$ cat src/rtl/cp0_pkg.sv
// Shared CP0 definitions: register addresses, interrupt FSM encoding and the
// default vector addresses for the three external interrupt lines.
package cp0_pkg;

  localparam logic [4:0] CP0_EPC  = 5'h0E;
  localparam logic [4:0] CP0_DIS  = 5'h16;
  localparam logic [4:0] CP0_MASK = 5'h17;
  localparam logic [4:0] CP0_PEND = 5'h18;
  localparam logic [4:0] CP0_INSV = 5'h19;

  localparam logic [31:0] VEC_HI_DEF  = 32'h0000_0000;
  localparam logic [31:0] VEC_MID_DEF = 32'h0000_0600;
  localparam logic [31:0] VEC_LO_DEF  = 32'h0000_0800;

  typedef enum logic [1:0] {
    ST_IDLE    = 2'd0,
    ST_WAIT    = 2'd1,
    ST_SERVICE = 2'd2
  } irq_state_e;

endpackage

$ cat src/rtl/irq_prio_enc.sv
// Fixed-priority (2 > 1 > 0) encoder over the masked pending lines, giving
// a one-hot pick and the handler vector for that line.
module irq_prio_enc
  import cp0_pkg::*;
#(
  parameter logic [31:0] VEC_HI  = VEC_HI_DEF,
  parameter logic [31:0] VEC_MID = VEC_MID_DEF,
  parameter logic [31:0] VEC_LO  = VEC_LO_DEF
) (
  input  logic [2:0]  req_i,
  output logic        valid_o,
  output logic [2:0]  onehot_o,
  output logic [31:0] vector_o
);

  always_comb begin
    valid_o  = |req_i;
    onehot_o = 3'b000;
    vector_o = VEC_LO;
    if (req_i[2]) begin
      onehot_o = 3'b100;
      vector_o = VEC_HI;
    end else if (req_i[1]) begin
      onehot_o = 3'b010;
      vector_o = VEC_MID;
    end else if (req_i[0]) begin
      onehot_o = 3'b001;
      vector_o = VEC_LO;
    end
  end

endmodule

$ cat src/rtl/cp0_irq_ctrl.sv
// CP0 interrupt controller: latches irq edges, takes an interrupt at a safe
// ID-stage point (squash + EPC save + vector redirect), and services ERET/MTC0/MFC0.
module cp0_irq_ctrl
  import cp0_pkg::*;
#(
  parameter logic [31:0] VEC_HI  = VEC_HI_DEF,
  parameter logic [31:0] VEC_MID = VEC_MID_DEF,
  parameter logic [31:0] VEC_LO  = VEC_LO_DEF
) (
  input  logic        clk,
  input  logic        rst,
  input  logic [2:0]  irq_in,
  input  logic        id_valid,
  input  logic        id_stall,
  input  logic [31:0] id_pc,
  input  logic        eret_id,
  input  logic        mtc0_we,
  input  logic [4:0]  cp0_addr,
  input  logic [31:0] mtc0_data,
  output logic [31:0] mfc0_data,
  output logic        take_irq,
  output logic        take_eret,
  output logic [31:0] irq_vector,
  output logic [31:0] epc,
  output logic        int_disable,
  output logic [2:0]  int_mask,
  output logic [2:0]  pending,
  output logic [2:0]  in_service
);

  irq_state_e  state_q, state_d;
  logic [2:0]  irq_q;
  logic [2:0]  pend_q, pend_d;
  logic [2:0]  mask_q, mask_d;
  logic [2:0]  insv_q, insv_d;
  logic        dis_q, dis_d;
  logic [31:0] epc_q, epc_d;

  logic [2:0]  rise;
  logic [2:0]  sel_onehot;
  logic        sel_valid;
  logic        eligible;
  logic        safe;
  logic        mtc0_commit;

  assign rise = irq_in & ~irq_q;

  irq_prio_enc #(
    .VEC_HI  (VEC_HI),
    .VEC_MID (VEC_MID),
    .VEC_LO  (VEC_LO)
  ) u_prio_enc (
    .req_i    (pend_q & mask_q),
    .valid_o  (sel_valid),
    .onehot_o (sel_onehot),
    .vector_o (irq_vector)
  );

  assign eligible = sel_valid & ~dis_q;
  // ERET in ID is never a safe point, which keeps take_irq and take_eret exclusive
  assign safe        = id_valid & ~id_stall & ~eret_id;
  assign take_irq    = ~rst & (state_q == ST_WAIT) & safe & eligible;
  assign take_eret   = ~rst & eret_id & id_valid & ~id_stall;
  assign mtc0_commit = mtc0_we & ~id_stall & ~take_irq;

  always_comb begin
    pend_d  = pend_q;
    mask_d  = mask_q;
    insv_d  = insv_q;
    dis_d   = dis_q;
    epc_d   = epc_q;
    state_d = state_q;

    if (mtc0_commit) begin
      case (cp0_addr)
        CP0_EPC:  epc_d  = mtc0_data;
        CP0_DIS:  dis_d  = mtc0_data[0];
        CP0_MASK: mask_d = mtc0_data[2:0];
        CP0_PEND: pend_d = pend_q & ~mtc0_data[2:0];
        default:  ;
      endcase
    end

    case (state_q)
      ST_IDLE:    if (eligible) state_d = ST_WAIT;
      ST_WAIT:    if (take_irq) state_d = ST_SERVICE;
                  else if (!eligible) state_d = ST_IDLE;
      ST_SERVICE: if (take_eret) state_d = ST_IDLE;
      default:    state_d = ST_IDLE;
    endcase

    // Entry and return updates are applied last so they win over a same-edge MTC0
    if (take_irq) begin
      epc_d  = id_pc;
      dis_d  = 1'b1;
      pend_d = pend_d & ~sel_onehot;
      insv_d = sel_onehot;
    end
    if (take_eret) begin
      dis_d = 1'b0;
      if (state_q == ST_SERVICE) insv_d = 3'b000;
    end

    pend_d = pend_d | rise;
  end

  always_ff @(posedge clk) begin
    if (rst) begin
      state_q <= ST_IDLE;
      irq_q   <= 3'b000;
      pend_q  <= 3'b000;
      mask_q  <= 3'b111;
      insv_q  <= 3'b000;
      dis_q   <= 1'b0;
      epc_q   <= 32'h0;
    end else begin
      state_q <= state_d;
      irq_q   <= irq_in;
      pend_q  <= pend_d;
      mask_q  <= mask_d;
      insv_q  <= insv_d;
      dis_q   <= dis_d;
      epc_q   <= epc_d;
    end
  end

  always_comb begin
    mfc0_data = 32'h0;
    case (cp0_addr)
      CP0_EPC:  mfc0_data = epc_q;
      CP0_DIS:  mfc0_data = {31'h0, dis_q};
      CP0_MASK: mfc0_data = {29'h0, mask_q};
      CP0_PEND: mfc0_data = {29'h0, pend_q};
      CP0_INSV: mfc0_data = {29'h0, insv_q};
      default:  mfc0_data = 32'h0;
    endcase
  end

  assign epc         = epc_q;
  assign int_disable = dis_q;
  assign int_mask    = mask_q;
  assign pending     = pend_q;
  assign in_service  = insv_q;

endmodule

$ cat config.mk
export PLATFORM = sky130hd
export DESIGN_NAME = cp0_irq_ctrl
export DESIGN_NICKNAME = d
export VERILOG_FILES = /design/src/rtl/cp0_pkg.sv /design/src/rtl/irq_prio_enc.sv /design/src/rtl/cp0_irq_ctrl.sv
export SDC_FILE = /design/constraint.sdc
export NUM_CORES = 1
export LEC_CHECK = 0
export BUFFER_PORTS_ARGS = -buffer_cell sky130_fd_sc_hd__buf_2
export CORE_UTILIZATION = 43
export DETAILED_ROUTE_END_ITERATION = 10
export PLACE_DENSITY = 0.92
export RECOVER_POWER = 100
export SETUP_SLACK_MARGIN = 0.4
export SKIP_CTS_REPAIR_TIMING = 1
export SLEW_MARGIN = 20
export SYNTH_ARGS = -nofsm -noshare
export SYNTH_HDL_FRONTEND = slang
export SYNTH_HIERARCHICAL = 1
export SYNTH_SLANG_ARGS = --single-unit
$ cat constraint.sdc
create_clock -name clk -period 2.6 [get_ports clk]
set_input_delay 0.52 -clock clk [delete_from_list [all_inputs] [get_ports clk]]
set_output_delay 0.52 -clock clk [all_outputs]
set_load 0.05 [all_outputs]
# [After elaboration in Yosys (flattened, before gate mapping)]
# Cells that the tools add are included.
[op_classes] bitwise=24 mux=23 reduce_logical=10 eq_ne=10
[op_table] operator="one-hot mux 32 bit (5 select lines)" count=1
[op_table] operator="2-to-1 mux 32 bit" count=4
[op_table] operator="2-to-1 mux 3 bit" count=8
[op_table] operator="== test 5 bit (second input constant)" count=4
[op_table] operator="AND 3 bit" count=4
[op_table] operator="2-to-1 mux 12 bit" count=1
[op_table] operator="AND 1 bit" count=11
[op_table] operator="inverter 3 bit" count=3
[op_table] operator="2-to-1 mux 2 bit" count=4
[op_table] operator="one-hot mux 2 bit (3 select lines)" count=1
[op_table] operator="AND reduction 2 bit" count=3
[op_table] operator="nonzero test 2 bit" count=3
[op_table] operator="== test 5 x 4 -> 1 bit (second input constant)" count=1
[op_table] operator="inverter 1 bit" count=5
[op_table] operator="2-to-1 mux 1 bit" count=4
[op_table] operator="!= test 2 bit (second input constant)" count=2
[op_table] operator="!= test 3 bit (second input constant)" count=1
[op_table] operator="bitwise OR 3 bit" count=1
[op_table] operator="AND reduction 3 bit" count=1
[op_table] operator="OR reduction 3 bit" count=1
[op_table] operator="== test 2 x 1 -> 1 bit (second input constant)" count=1
[op_table] operator="== test 2 bit (second input constant)" count=1
[op_table] operator="zero test 2 bit" count=1
[op_table] operator="OR reduction 2 bit" count=1
[totals] word_cells=74 ff_bits=47

# [Longest topological paths before layout]
[logic_depth] word_depth=11 mapped_depth=8 depth_no_buf=6

# [Modules after synthesis]
# Netlist, hierarchy kept.
[modules_own_cells] module="cp0_irq_ctrl" cells_per_inst=318 instances=1 area_each_um2=2621.3
[modules_own_cells] module="irq_prio_enc" cells_per_inst=37 instances=1 area_each_um2=267.8

# [Worst setup path after synthesis]
# OpenSTA, ideal clock, no wires.
[synth_path] path_kind="reg-to-output" startpoint="reg mask_q[2] (netlist: int_mask[2])" endpoint="out take_irq" arrival_time_ns=1.927 stages_incl_launch_ff=6 setup_slack_ns=0.153 t_required_ns=2.080 cell_sequence="dfxtp_1 -> and2_1 -> or3_1 -> nor4b_2 -> nand2_1 -> inv_1"
[synth_via] elab_chain_len=4
[synth_rtl] element="start, declared" line="cp0_irq_ctrl.sv:34" text="logic [2:0] mask_q, mask_d;"
[synth_rtl] element="start signal, assigned" line="cp0_irq_ctrl.sv:120" text="mask_q <= mask_d;"
[synth_rtl] element="AND 3 bit" line="cp0_irq_ctrl.sv:53" text=".req_i (pend_q & mask_q),"
[synth_rtl] element="OR reduction 3 bit" line="irq_prio_enc.sv:17" text="valid_o = |req_i;"
[synth_rtl] element="via sel_valid" line="cp0_irq_ctrl.sv:41" text="logic sel_valid;"
[synth_rtl] element="AND 1 bit" line="cp0_irq_ctrl.sv:59" text="assign eligible = sel_valid & ~dis_q;"
[synth_rtl] element="AND 1 bit" line="cp0_irq_ctrl.sv:62" text="assign take_irq = ~rst & (state_q == ST_WAIT) & safe & eligible;"
[synth_rtl] element="end, declared" line="cp0_irq_ctrl.sv:21" text="output logic take_irq,"
# The timed path passes the listed nets, and every way through them passes these cells.

# [Final worst setup path]
[layout_path] startpoint="in cp0_addr[4]" endpoint="out mfc0_data[21]"
[layout_via] elab_chain_len=2 elab_cells_between_ends=6 cone_classes="5 x eq/ne; 1 x mux"
[layout_rtl] element="start, declared" line="cp0_irq_ctrl.sv:18" text="input logic [4:0] cp0_addr,"
[layout_rtl] element="== test 5 bit or == test 5 x 4 -> 1 bit (tied branches)" line="cp0_irq_ctrl.sv:129" text="case (cp0_addr)"
[layout_rtl] element="one-hot mux 32 bit (5 select lines) (*)" line="cp0_irq_ctrl.sv:129"
[layout_rtl] element="end, declared" line="cp0_irq_ctrl.sv:20" text="output logic [31:0] mfc0_data,"
# Every way passes the cells marked *; elsewhere a longest branch is shown, timed or not.

==> summary.txt <==
status - finished, violations left
failing checks - DRC
WHS Path Cells - 2
Syn. warnings - 6
initial DRC count - 247
count of non-filler cells in the finished layout - 585
Chip Height - 83.97 µm
dpl ws - 0.3125 ns
final hold vios - 0
number of clock sinks - 47
clock skew - 0.007475 ns
asr flop ratio synth - 0%
Slew Limit Fails - 0
setup slack after layout - 0.2550 ns
CTS tree - built
CP startpoint kind - input pin
fmax - 426.4 MHz
area grow syn2layout - 37.07%
Synth cell types - 40
# rows - 29
Vias/cell - 5.940
core region area - 0.006422 mm²
initial core utilization - 44.98%
CTS clk-pin slew, worst paths - 0.09 ns
Yosys reg bits - 47
initial antenna violation count - 0
worst hold path class - in2reg
Placed Cells - 563
critical path endpoint category - output port
DP Area - 0.003608 mm²
synthesized area per cell - 8.138 µm²
reg2reg start - pending[2]
DRT antenna net count - 0
I/O pins - 186
final WL - 10590 µm
vias in the first global route - 3050
worst relative slew slack - 12.75%
Post-Synthesis Cells - 355
Final nets - 586
Post-synth EDFFs - 0
Final Cycle Share - 90.19%
DR DRC count - 30
count of final setup violators - 0
hold path endpoint - irq_q[1]
CTS root buffer - clkbuf_8
I/O Buffers - 156
setup TNS - 0 ns
critical-path maximum fanout - 8
Slew @ Worst Pin - 1.309 ns
fill count - 587
area share of the largest cell type after synthesis - 32.57%
die area - 0.007050 mm²
Seq/Total Area, Yosys - 32.57%
first-pass GRT wire length - 14320 µm
arrival time at the worst endpoint - 1.82 ns
required time worst endpoint - 2.08 ns
Layout Utilization - 61.66%
unrepaired setup endpoints after global routing - yes
Power Total - 1.660 mW
Clock Latency Late Sink - 0.30 ns
R2R Path End - int_mask[0]
peak supply drop - 246.7 µV
most frequent cell after synthesis - dfxtp_1
reg-to-reg setup timing slack - 0.32 ns
Overflow after GRT - 0
Hold Path Origin - irq_in[1]
max cap viols - 0
leading area contributor after synthesis - dfxtp_1
Diodes inserted - 0
Leakage Power - 1.627 nW
most common library cells after synthesis - 47 x dfxtp_1, 36 x nand3_1, 33 x and2_1, 33 x o21ai_0
share of post-route cells with drive strength above 1 - 35.43%
PD cells - 419.1 mW/mm²
hpwl dp - 6492 µm
Die Width - 83.97 µm
Min Hold Slack - 0.4864 ns
drt first pass iters - 9
Clock Tree Buf Depth - 2
R2R cell count - 7
Top FF cell, synth - dfxtp_1
fin crit period - 2.345 ns
DR WL/cell - 18.10 µm
CTS Buf Count - 5
top cells by area, synth - dfxtp_1 33%, a311oi_1 9.7%, buf_4 8.3%
H-tree depth - 2
cell area after synthesis - 0.002889 mm²
pin count of the biggest net entering global routing - 34
fin area - 0.003960 mm²
All-Layer GR Usage - 25.20%
Routability Congestion - 0.8353
total number of vias - 3475
Setup CP Type - in2out
[state kept, by name, summed over array words and instances (netlist names)]
register     count
epc             32
in_service       3
int_mask         3
irq_q            3
pending          3
state_q          2
int_disable      1
[where the power goes]
part	total (mW)	leakage [nW]	switching, mW	internal (mW)
registers	0.754	0.381	0.0154	0.739
clock network	0.455	0.0470	0.245	0.209
logic	0.451	1.20	0.321	0.130
[layer usage]
layer,vias to the layer above,part of all wire [%],GRT usage (%)
met2,249,50,44.04
met5,-,0,0
met4,0,2.6,10.66
li1,1571,-,-
met3,32,9.4,5.737
met1,1623,37,29.48
[worst max path at each step]
stage	from	to
2_1_floorplan	pending[1]	int_disable
3_3_place_gp	cp0_addr[4]	mfc0_data[2]
3_5_place_dp	cp0_addr[4]	mfc0_data[0]
4_1_cts	int_mask[2]	take_irq
5_1_grt	pending[2]	take_irq
6_report	cp0_addr[4]	mfc0_data[21]
[placed cells by master, fill, tap and decap left out, drive strengths merged, types with 2 or more instances in the layout]
cell,instances
a221o,2
a41o,3
nand4bb,2
conb,29
a21oi,4
a311oi,32
nor3,32
nor2,13
dfxtp,47
nand2b,2
o21ai,36
clkbuf,85
nand4b,2
buf,106
nand3,36
nand4,3
and2,33
nor3b,3
nor4bb,3
mux2i,5
o2111ai,4
and4b,3
or3,2
nor2b,8
[logic make-up after synthesis]
logic type      synth area share (%)
compound gates                 20.70
buf+inv                        14.21
mux                            1.732
other cells                   0.1298
simple gates                   30.66
flops                          32.57
[critical path, cell delays in order]
cell and delay [ns]:
buf_8 0.10, nand4b_1 0.30, nor2_4 0.19, buf_12 0.14, clkbuf_16 0.16, and2_4 0.14
clkbuf_2 0.27
[area by class of cell]
type | count | area, µm² | share of cell area [%]
multi-input combinational | 267 | 1704 | 43.03
timing repair buffer | 185 | 1112 | 28.09
sequential | 47 | 950.9 | 24.01
tap | 77 | 96.34 | 2.433
clock buffer | 6 | 82.58 | 2.085
inverter | 2 | 8.758 | 0.2212
clock inverter | 1 | 5.005 | 0.1264
Note: power is estimated with default switching activity, not from simulation.
